[src/rtl/matmul_seq_ctrl.sv]
// Sequential 4x4 matrix multiply controller: loads A and B row-major, runs one shared
// MAC unit over (i, j, k) for 64 issue cycles, then streams C row-major.
// The product is registered before accumulation, so the final C element lands one cycle
// after the last issue; that same edge enters DRAIN.
module matmul_seq_ctrl #(
  parameter int unsigned DATA_W = 16,
  parameter int unsigned ACC_W  = 32
) (
  input  logic              clk,
  input  logic              rst,
  input  logic              start,
  input  logic              in_valid,
  input  logic [DATA_W-1:0] in_data,
  output logic              in_ready,
  output logic              out_valid,
  output logic [DATA_W-1:0] out_data,
  output logic              out_last,
  input  logic              out_ready,
  output logic              busy,
  output logic              done
);

  localparam int unsigned ProdW = 2 * DATA_W;

  typedef enum logic [2:0] {StIdle, StLoadA, StLoadB, StCompute, StDrain} state_e;

  state_e r_state;

  logic [3:0] r_idx;
  logic [3:0] r_oidx;
  logic [1:0] r_i, r_j, r_k;
  logic       r_issue;

  logic [DATA_W-1:0] r_a [16];
  logic [DATA_W-1:0] r_b [16];
  logic [DATA_W-1:0] r_c [16];

  // Product pipeline stage carries the loop position alongside the product.
  logic [ProdW-1:0] r_prod;
  logic             r_p_vld;
  logic             r_p_k0;
  logic             r_p_k3;
  logic             r_p_end;
  logic [3:0]       r_p_cidx;
  logic [ACC_W-1:0] r_acc;

  logic r_in_ready, r_out_valid, r_out_last, r_busy, r_done;

  logic [3:0]       w_a_idx, w_b_idx;
  logic [ProdW-1:0] w_a_ext, w_b_ext, w_prod;
  logic [ACC_W-1:0] w_acc_next;
  logic             w_in_acc, w_out_acc;

  assign w_a_idx    = {r_i, r_k};
  assign w_b_idx    = {r_k, r_j};
  assign w_a_ext    = {{DATA_W{1'b0}}, r_a[w_a_idx]};
  assign w_b_ext    = {{DATA_W{1'b0}}, r_b[w_b_idx]};
  assign w_prod     = w_a_ext * w_b_ext;
  assign w_acc_next = r_p_k0 ? ACC_W'(r_prod) : r_acc + ACC_W'(r_prod);
  assign w_in_acc   = r_in_ready && in_valid;
  assign w_out_acc  = r_out_valid && out_ready;

  assign in_ready  = r_in_ready;
  assign out_valid = r_out_valid;
  assign out_data  = r_c[r_oidx];
  assign out_last  = r_out_last;
  assign busy      = r_busy;
  assign done      = r_done;

  // Control FSM: state, loop counters and registered handshake/status outputs.
  always_ff @(posedge clk or posedge rst) begin
    if (rst) begin
      r_state     <= StIdle;
      r_idx       <= '0;
      r_oidx      <= '0;
      r_i         <= '0;
      r_j         <= '0;
      r_k         <= '0;
      r_issue     <= 1'b0;
      r_in_ready  <= 1'b0;
      r_out_valid <= 1'b0;
      r_out_last  <= 1'b0;
      r_busy      <= 1'b0;
      r_done      <= 1'b0;
    end else begin
      r_done <= 1'b0;
      unique case (r_state)
        StIdle: begin
          if (start) begin
            r_state    <= StLoadA;
            r_idx      <= '0;
            r_in_ready <= 1'b1;
            r_busy     <= 1'b1;
          end
        end
        StLoadA: begin
          if (w_in_acc) begin
            r_idx <= r_idx + 4'd1;
            if (r_idx == 4'd15) r_state <= StLoadB;
          end
        end
        StLoadB: begin
          if (w_in_acc) begin
            r_idx <= r_idx + 4'd1;
            if (r_idx == 4'd15) begin
              r_state    <= StCompute;
              r_in_ready <= 1'b0;
              r_i        <= '0;
              r_j        <= '0;
              r_k        <= '0;
              r_issue    <= 1'b1;
            end
          end
        end
        StCompute: begin
          if (r_issue) begin
            // k is the least significant field, so it runs fastest.
            {r_i, r_j, r_k} <= {r_i, r_j, r_k} + 6'd1;
            if ({r_i, r_j, r_k} == 6'h3f) r_issue <= 1'b0;
          end
          if (r_p_vld && r_p_end) begin
            r_state     <= StDrain;
            r_oidx      <= '0;
            r_out_valid <= 1'b1;
            r_out_last  <= 1'b0;
          end
        end
        StDrain: begin
          if (w_out_acc) begin
            r_oidx     <= r_oidx + 4'd1;
            r_out_last <= (r_oidx == 4'd14);
            if (r_oidx == 4'd15) begin
              r_state     <= StIdle;
              r_out_valid <= 1'b0;
              r_out_last  <= 1'b0;
              r_busy      <= 1'b0;
              r_done      <= 1'b1;
            end
          end
        end
        default: r_state <= StIdle;
      endcase
    end
  end

  // Operand storage: written only by accepted input words.
  always_ff @(posedge clk or posedge rst) begin
    if (rst) begin
      for (int n = 0; n < 16; n++) begin
        r_a[n] <= '0;
        r_b[n] <= '0;
      end
    end else if (w_in_acc) begin
      if (r_state == StLoadA) r_a[r_idx] <= in_data;
      if (r_state == StLoadB) r_b[r_idx] <= in_data;
    end
  end

  // MAC pipeline: register the product, then accumulate and retire C on k == 3.
  always_ff @(posedge clk or posedge rst) begin
    if (rst) begin
      r_prod   <= '0;
      r_p_vld  <= 1'b0;
      r_p_k0   <= 1'b0;
      r_p_k3   <= 1'b0;
      r_p_end  <= 1'b0;
      r_p_cidx <= '0;
      r_acc    <= '0;
      for (int n = 0; n < 16; n++) r_c[n] <= '0;
    end else begin
      r_p_vld  <= (r_state == StCompute) && r_issue;
      r_prod   <= w_prod;
      r_p_k0   <= (r_k == 2'd0);
      r_p_k3   <= (r_k == 2'd3);
      r_p_end  <= ({r_i, r_j, r_k} == 6'h3f);
      r_p_cidx <= {r_i, r_j};
      if (r_p_vld) begin
        r_acc <= w_acc_next;
        if (r_p_k3) r_c[r_p_cidx] <= w_acc_next[DATA_W-1:0];
      end
    end
  end

endmodule

[config.mk]
export PLATFORM = sky130hd
export DESIGN_NAME = matmul_seq_ctrl
export DESIGN_NICKNAME = d
export VERILOG_FILES = /design/src/rtl/matmul_seq_ctrl.sv
export SDC_FILE = /design/constraint.sdc
export NUM_CORES = 2
export LEC_CHECK = 0
export BUFFER_PORTS_ARGS = -buffer_cell sky130_fd_sc_hd__buf_2
export CAP_MARGIN = 20
export CORE_MARGIN = 2
export CORE_UTILIZATION = 50
export CTS_CLUSTER_DIAMETER = 100
export DETAILED_ROUTE_END_ITERATION = 8
export PLACE_DENSITY = 0.65
export SYNTH_ARGS = -nofsm -noshare
export SYNTH_HDL_FRONTEND = slang
export SYNTH_SLANG_ARGS = --single-unit
[constraint.sdc]
create_clock -name clk -period 37.1 [get_ports clk]
set_clock_uncertainty 0.1 [all_clocks]
set_input_delay 5.565 -clock clk [delete_from_list [all_inputs] [get_ports clk]]
set_output_delay 5.565 -clock clk [all_outputs]
set_load 0.05 [all_outputs]
=== Word level (Yosys, flattened, before mapping) ===
Index checks and enable logic that the tools add are counted.

* Add/sub/neg operators: 4
* Multipliers: 1
* Divide/modulo/power cells: 0
* Order comparisons: 7
* Eq/ne operators: 19
* Shift-type cells: 0
* Mux-type cells: 61
* Bitwise operators: 5
* Reductions and logical operators: 25

{| class="wikitable"
|+ Operators with widths
! operator !! count
|-
| 256-bit bitwise mux || 3
|-
| 16-bit binary-select mux with 4-bit select || 3
|-
| 16-bit demux with 4-bit select || 2
|-
| 16-bit two-way mux || 8
|-
| 32-bit adder || 1
|-
| 16-bit by 16-bit multiplier with 32-bit output || 1
|-
| 32-bit two-way mux || 1
|-
| 5-bit >= comparator (second input constant) || 5
|-
| 4-bit inverter with 5-bit output || 5
|-
| 3-bit two-way mux || 8
|-
| 2-bit inequality test (second input constant) || 9
|-
| 1-bit two-way mux || 16
|-
| 4-bit two-way mux || 4
|-
| 4-bit case mux with 2 select lines || 2
|-
| 4-bit AND reduction || 4
|-
| 3-bit case mux with 5 select lines || 1
|-
| 4-bit equality test (second input constant) || 3
|-
| 2-bit case mux with 2 select lines || 3
|-
| 5-bit by 1-bit less-than comparator with 1-bit output (second input constant) || 2
|-
| 2-bit two-way mux || 5
|-
| 1-bit case mux with 2 select lines || 5
|-
| 2-bit nonzero test || 5
|-
| 3-bit AND reduction || 3
|-
| 4-bit by 1-bit adder with 4-bit output (second input constant) || 2
|-
| 13 further kinds || 21
|}

* Flip-flop bits (word level): 863
* Bits in latches: 0
* Bits in writable memories: 0
* Bits in read-only memories: 0
* Output and inout bits: 21
* Memories: 0

=== Depth between registers and ports, before layout ===
* Word-level depth: 6
* Mapped depth: 31
* Mapped depth without buffers: 27

=== Least setup slack after synthesis ===
Ideal clock, no wire load.

* Kind: reg2out
* From: reg r_oidx[0]
* To: out out_data[0]
* Arrival time: 2.741 ns
* Data required time: 31.435 ns
* Setup slack: 28.694 ns
* Stages on the path, launching flop included: 6
* Path buffers: 3
* Cells stage by stage: dfrtp_1 > clkbuf_1 > buf_1 > buf_1 > mux4_2 > mux4_2

* Longest elaborated chain between the ends: 4

{| class="wikitable"
|+ Ends and longest elaborated chain
! item !! RTL line !! text
|-
| from (decl) || 30 || <nowiki>logic [3:0] r_oidx;</nowiki>
|-
| from (signal assigned) || 130 || <nowiki>r_oidx <= r_oidx + 4'd1;</nowiki>
|-
| 4-bit inverter with 5-bit output (implied by the code) || 65 || <nowiki>assign out_data = r_c[r_oidx];</nowiki>
|-
| 16-bit binary-select mux with 4-bit select || 65 ||
|-
| 16-bit two-way mux (implied by the code) (2 in series) || 65 ||
|-
| to (decl) || 16 || <nowiki>output logic [DATA_W-1:0] out_data,</nowiki>
|}

No other way between the ends. The select of a mux whose other input is x is not followed.

=== Final worst setup path ===
* From: reg r_oidx[0]
* To: out out_data[12]

Same word-level chain as after synthesis.

==> impl_summary.md <==
Cells and area
At the end of the flow the core is filled with cells to 0.556. Relative to the synthesized area, the layout overhead comes to 10.3%. The total number of nets in the final design is 3,348. The number of inserted filler cells in the final layout is 6,664. Of the cells placed in the final design, the portion with a size suffix greater than 1 is 0.311.

Setup path
The most used cell along the critical path is sky130_fd_sc_hd__mux4_2. The required time of the critical path is 31.44 ns. The worst setup path is captured at an output pin.

Counting cells, the worst reg-to-reg path comes to 22. The maximum single-stage delay on the critical path is between 0.7 and 0.8 ns. The worst setup path is of the register to output pin kind.

STA puts the critical path data arrival time at 3.60 ns. Traced cell by cell, the critical path runs through buf_4, mux4_2, mux4_2, buf_2. The cell type of the slowest stage on the worst timing path is sky130_fd_sc_hd__dfrtp_4. Across all register-to-register paths, the minimum setup slack is 28.67 ns. The end of the worst register-to-register path is r_prod[15]. The worst register-to-register path begins at r_k[0].

In this run the worst path has a maximum fanout of 41. STA classifies the critical path startpoint as a register.

CTS
Clock latency on the worst-skew pair, taken at its later pin, is about 0.65 ns. The number of buffers created by CTS is 90. The number of buffers inserted to repair setup after CTS is 0.

The number of clock sinks seen by CTS is 831. The clock tree from TritonCTS is yes. The count of hold buffers inserted by post-cts repair is 0. The H-tree was split into 3 levels. Clock-pin slew was measured on the worst setup and hold paths at 0.06 ns. The count of cells resized by post-cts repair is 0. The root buffer selected by CTS is sky130_fd_sc_hd__clkbuf_16. The maximum clock insertion buffer count is 3.

Floorplanning
The initial standard-cell utilization of the core is 0.504. The die boundary width is 291 um. Measured along the y axis, the die boundary spans 291 um. Pin placement for this block handled 42 I/O pins. After floorplanning, the core was divided into 105 placement rows. The core footprint is roughly 82,000 sq um. The die covers 84,900 sq um.

Logic synthesis
The number of enable flip-flop cells after synthesis is 0. The largest area contributor in the netlist is sky130_fd_sc_hd__dfrtp_1. The fraction of the yosys area taken by sequential cells is 0.503.

The number of distinct library cell variants in the gate-level netlist after synthesis is 67. The share of flip-flops with an asynchronous set or reset after synthesis is 1.00. The top-area cell type share of the netlist area is 0.503. Synthesis inferred 831 register bits. The total of warnings raised by yosys is 0.

The most used flip-flop cell after synthesis is sky130_fd_sc_hd__dfrtp_1. By count the netlist is led by sky130_fd_sc_hd__dfrtp_1, sky130_fd_sc_hd__mux2_2, sky130_fd_sc_hd__nor2_1. The net count after synthesis is 3,368. The most frequent cell after synthesis is sky130_fd_sc_hd__dfrtp_1. After technology mapping, the gate count stands at 3,194.

The average footprint of a synthesized cell is roughly 13 sq um. By area the synthesized netlist is led by sky130_fd_sc_hd__dfrtp_1, sky130_fd_sc_hd__mux2_2, sky130_fd_sc_hd__mux4_2, sky130_fd_sc_hd__fa_1, sky130_fd_sc_hd__nor2_1. The mapped netlist covers roughly 41,000 sq um.

Routing
In this run, the number of DRC markers left after iteration 0 of detailed routing was about 1,800. The pre-antenna-repair detailed-routing pass consisted of 5 iterations. The post-detailed-route count of antenna-violating nets is 0. The detailed-route vias per instance is 5.91. Dividing the detail-routed wire length by the instance count gives around 24 um. In the routed design, unresolved DRC markers number 0.

The total number of vias is 25,500. The total length of routed wires is between 100,000 and 150,000 um.

Run status
The run finished with clean final reports.

STA
Dividing the final minimum period by the clock period gives 0.250. The max-slew violation count is 0. The post-route worst hold slack is 0.372 ns. The worst-case setup margin in the final layout is 27.83 ns. The final sum of negative setup slack is 0 ns. The total setup violations reported at the end of the flow is 0. The relative slew slack is 0.217. The measured slew at the worst slew-check pin is between 1 and 1.5 ns.

Setup repair after global routing left no endpoint under its margin. The maximum clock frequency is between 0.1 and 0.15 GHz. The worst path needs 9.27 ns of the cycle, external delays included. The final hold violation count is 0.

Power and ir drop
In this run the power density over the cells is ~63 nW/um^2. VDD sags by at most 53.7 uV. For this design the static power due to leakage is 21.4 nW.

Placement
The routability congestion estimate is 0.898. OpenSTA, run right after detailed placement, puts the worst setup slack at ~27 ns. Buffers placed on the I/O ports in this run total 41.

The post-detailed-placement half-perimeter wirelength is 64,200 um.

Min path
The worst hold path passes through 2 cells. The path class of the tightest hold or removal check is register to register. In this run the most critical hold path is launched from r_b[15]. The worst hold path terminates at r_b[15].

GRT
The number of antenna violations at the first check in global routing is 3. The final global-route overflow total is 0. The number of global-route vias before repair is 27,300.

The global router's overall resource usage is 0.244. The global-route wire length before repair is 160,000 um. Entering global routing, the biggest net connects approximately 120 pins.

Job
Across the run, the number of max-cap violations was 0.
registers in the layout, indices dropped and copies added, names as in the netlist, 2 cells and up:
register / flops
r_b: 256
r_k: 2
r_acc: 16
r_j: 2
r_oidx: 4
r_p_cidx: 4
r_a: 256
r_state: 3
r_c: 256
r_prod: 16
r_i: 2
r_idx: 4
logic make-up (layout without fill, tap and decap cells):
logic type,count (synthesis),after routing,synth area share
other,0,1,0
AOI/OAI and AO/OA,384,384,0.0545
buffers and inverters,391,433,0.0401
muxes,742,742,0.264
and+or+nand+nor,636,636,0.0647
DFF,831,831,0.503
adders and majority gates,153,153,0.0611
xor gates and xnor gates,57,57,0.0124
worst max-delay path: cells and delay by family (launching register included):
family / cells / cell delay (ns)
buffers and inverters: 2 / 1.01
multiplexers: 2 / 1.13
flip-flops: 1 / 0.78
per-stage QoR:
stage | cell area, sq um | std cells | total power [W]
after global routing | 45500 | 4306 | 0.00301
after floorplan | 41300 | 3194 | 0.00179
after global placement | 42400 | 4137 | 0.00196
after CTS | 45400 | 4299 | 0.00289
final | 45500 | 4307 | 0.00287
after detailed placement | 42500 | 4145 | 0.00201
how the worst max path moves through the flow:
| stage | depth (start not counted) | endpoint | slack, ns | start |
|---|---|---|---|---|
| 6_report | 4 | out_data[12] | 27.83 | r_oidx[0] |
| 5_1_grt | 6 | r_a[15] | 27.38 | rst |
| 4_1_cts | 6 | r_a[124] | 27.51 | rst |
| 3_5_place_dp | 6 | r_a[124] | 26.82 | rst |
| 3_3_place_gp | 6 | r_a[92] | 27.12 | rst |
| 2_1_floorplan | 1 | busy | 8.09 | rst |
area by class of cell:
cell class,instances,area [sq um],share of cell area
sequential,831,20800,0.457
clock buffer,127,2560,0.0563
clock inverter,27,309,0.00679
antenna,1,2.50,0.0000549
tap,1070,1340,0.0294
timing repair buffer,129,1010,0.0221
multi-input combinational,1972,18900,0.416
inverter,150,571,0.0125
power by group:
part / switching, W / internal [W] / total [W]
Combinational: 0.000461 / 0.000363 / 0.000824
Sequential: 0.000110 / 0.00106 / 0.00117
Clock: 0.000363 / 0.000509 / 0.000872
routing by layer:
| metal | vias up | GRT usage | routed length (um) |
|---|---|---|---|
| met3 | 157 | 0.0417 | 5570 |
| met2 | 632 | 0.403 | 49000 |
| met4 | 4 | 0.0644 | 2310 |
| met5 | - | 0.00624 | 79 |
| met1 | 13500 | 0.337 | 44200 |
| li1 | 11200 | - | - |
cells in the final DEF (no fill, tap or decap), types with 12 or more instances in the layout:
| master | netlist | layout |
|---|---|---|
| sky130_fd_sc_hd__mux4_2 | 191 | 191 |
| sky130_fd_sc_hd__mux4_1 | 28 | 28 |
| sky130_fd_sc_hd__nand2b_1 | 22 | 22 |
| sky130_fd_sc_hd__nand2_1 | 212 | 212 |
| sky130_fd_sc_hd__o21ai_0 | 96 | 96 |
| sky130_fd_sc_hd__nor2b_1 | 14 | 14 |
| sky130_fd_sc_hd__clkinv_2 | 0 | 13 |
| sky130_fd_sc_hd__fa_1 | 81 | 81 |
| sky130_fd_sc_hd__clkbuf_16 | 0 | 91 |
| sky130_fd_sc_hd__clkbuf_8 | 0 | 15 |
| sky130_fd_sc_hd__ha_1 | 72 | 72 |
| sky130_fd_sc_hd__clkbuf_1 | 196 | 21 |
| sky130_fd_sc_hd__mux2i_1 | 23 | 23 |
| sky130_fd_sc_hd__buf_2 | 14 | 41 |
| sky130_fd_sc_hd__mux2_2 | 500 | 500 |
| sky130_fd_sc_hd__xor2_1 | 15 | 15 |
| sky130_fd_sc_hd__inv_1 | 149 | 148 |
| sky130_fd_sc_hd__nand3_1 | 26 | 24 |
| sky130_fd_sc_hd__buf_4 | 4 | 77 |
| sky130_fd_sc_hd__dfrtp_1 | 831 | 825 |
| sky130_fd_sc_hd__a21oi_1 | 214 | 214 |
| sky130_fd_sc_hd__xnor2_1 | 40 | 40 |
| sky130_fd_sc_hd__a22o_1 | 12 | 12 |
| sky130_fd_sc_hd__nor2_1 | 298 | 288 |
Note: power is estimated with default switching activity, not from simulation.
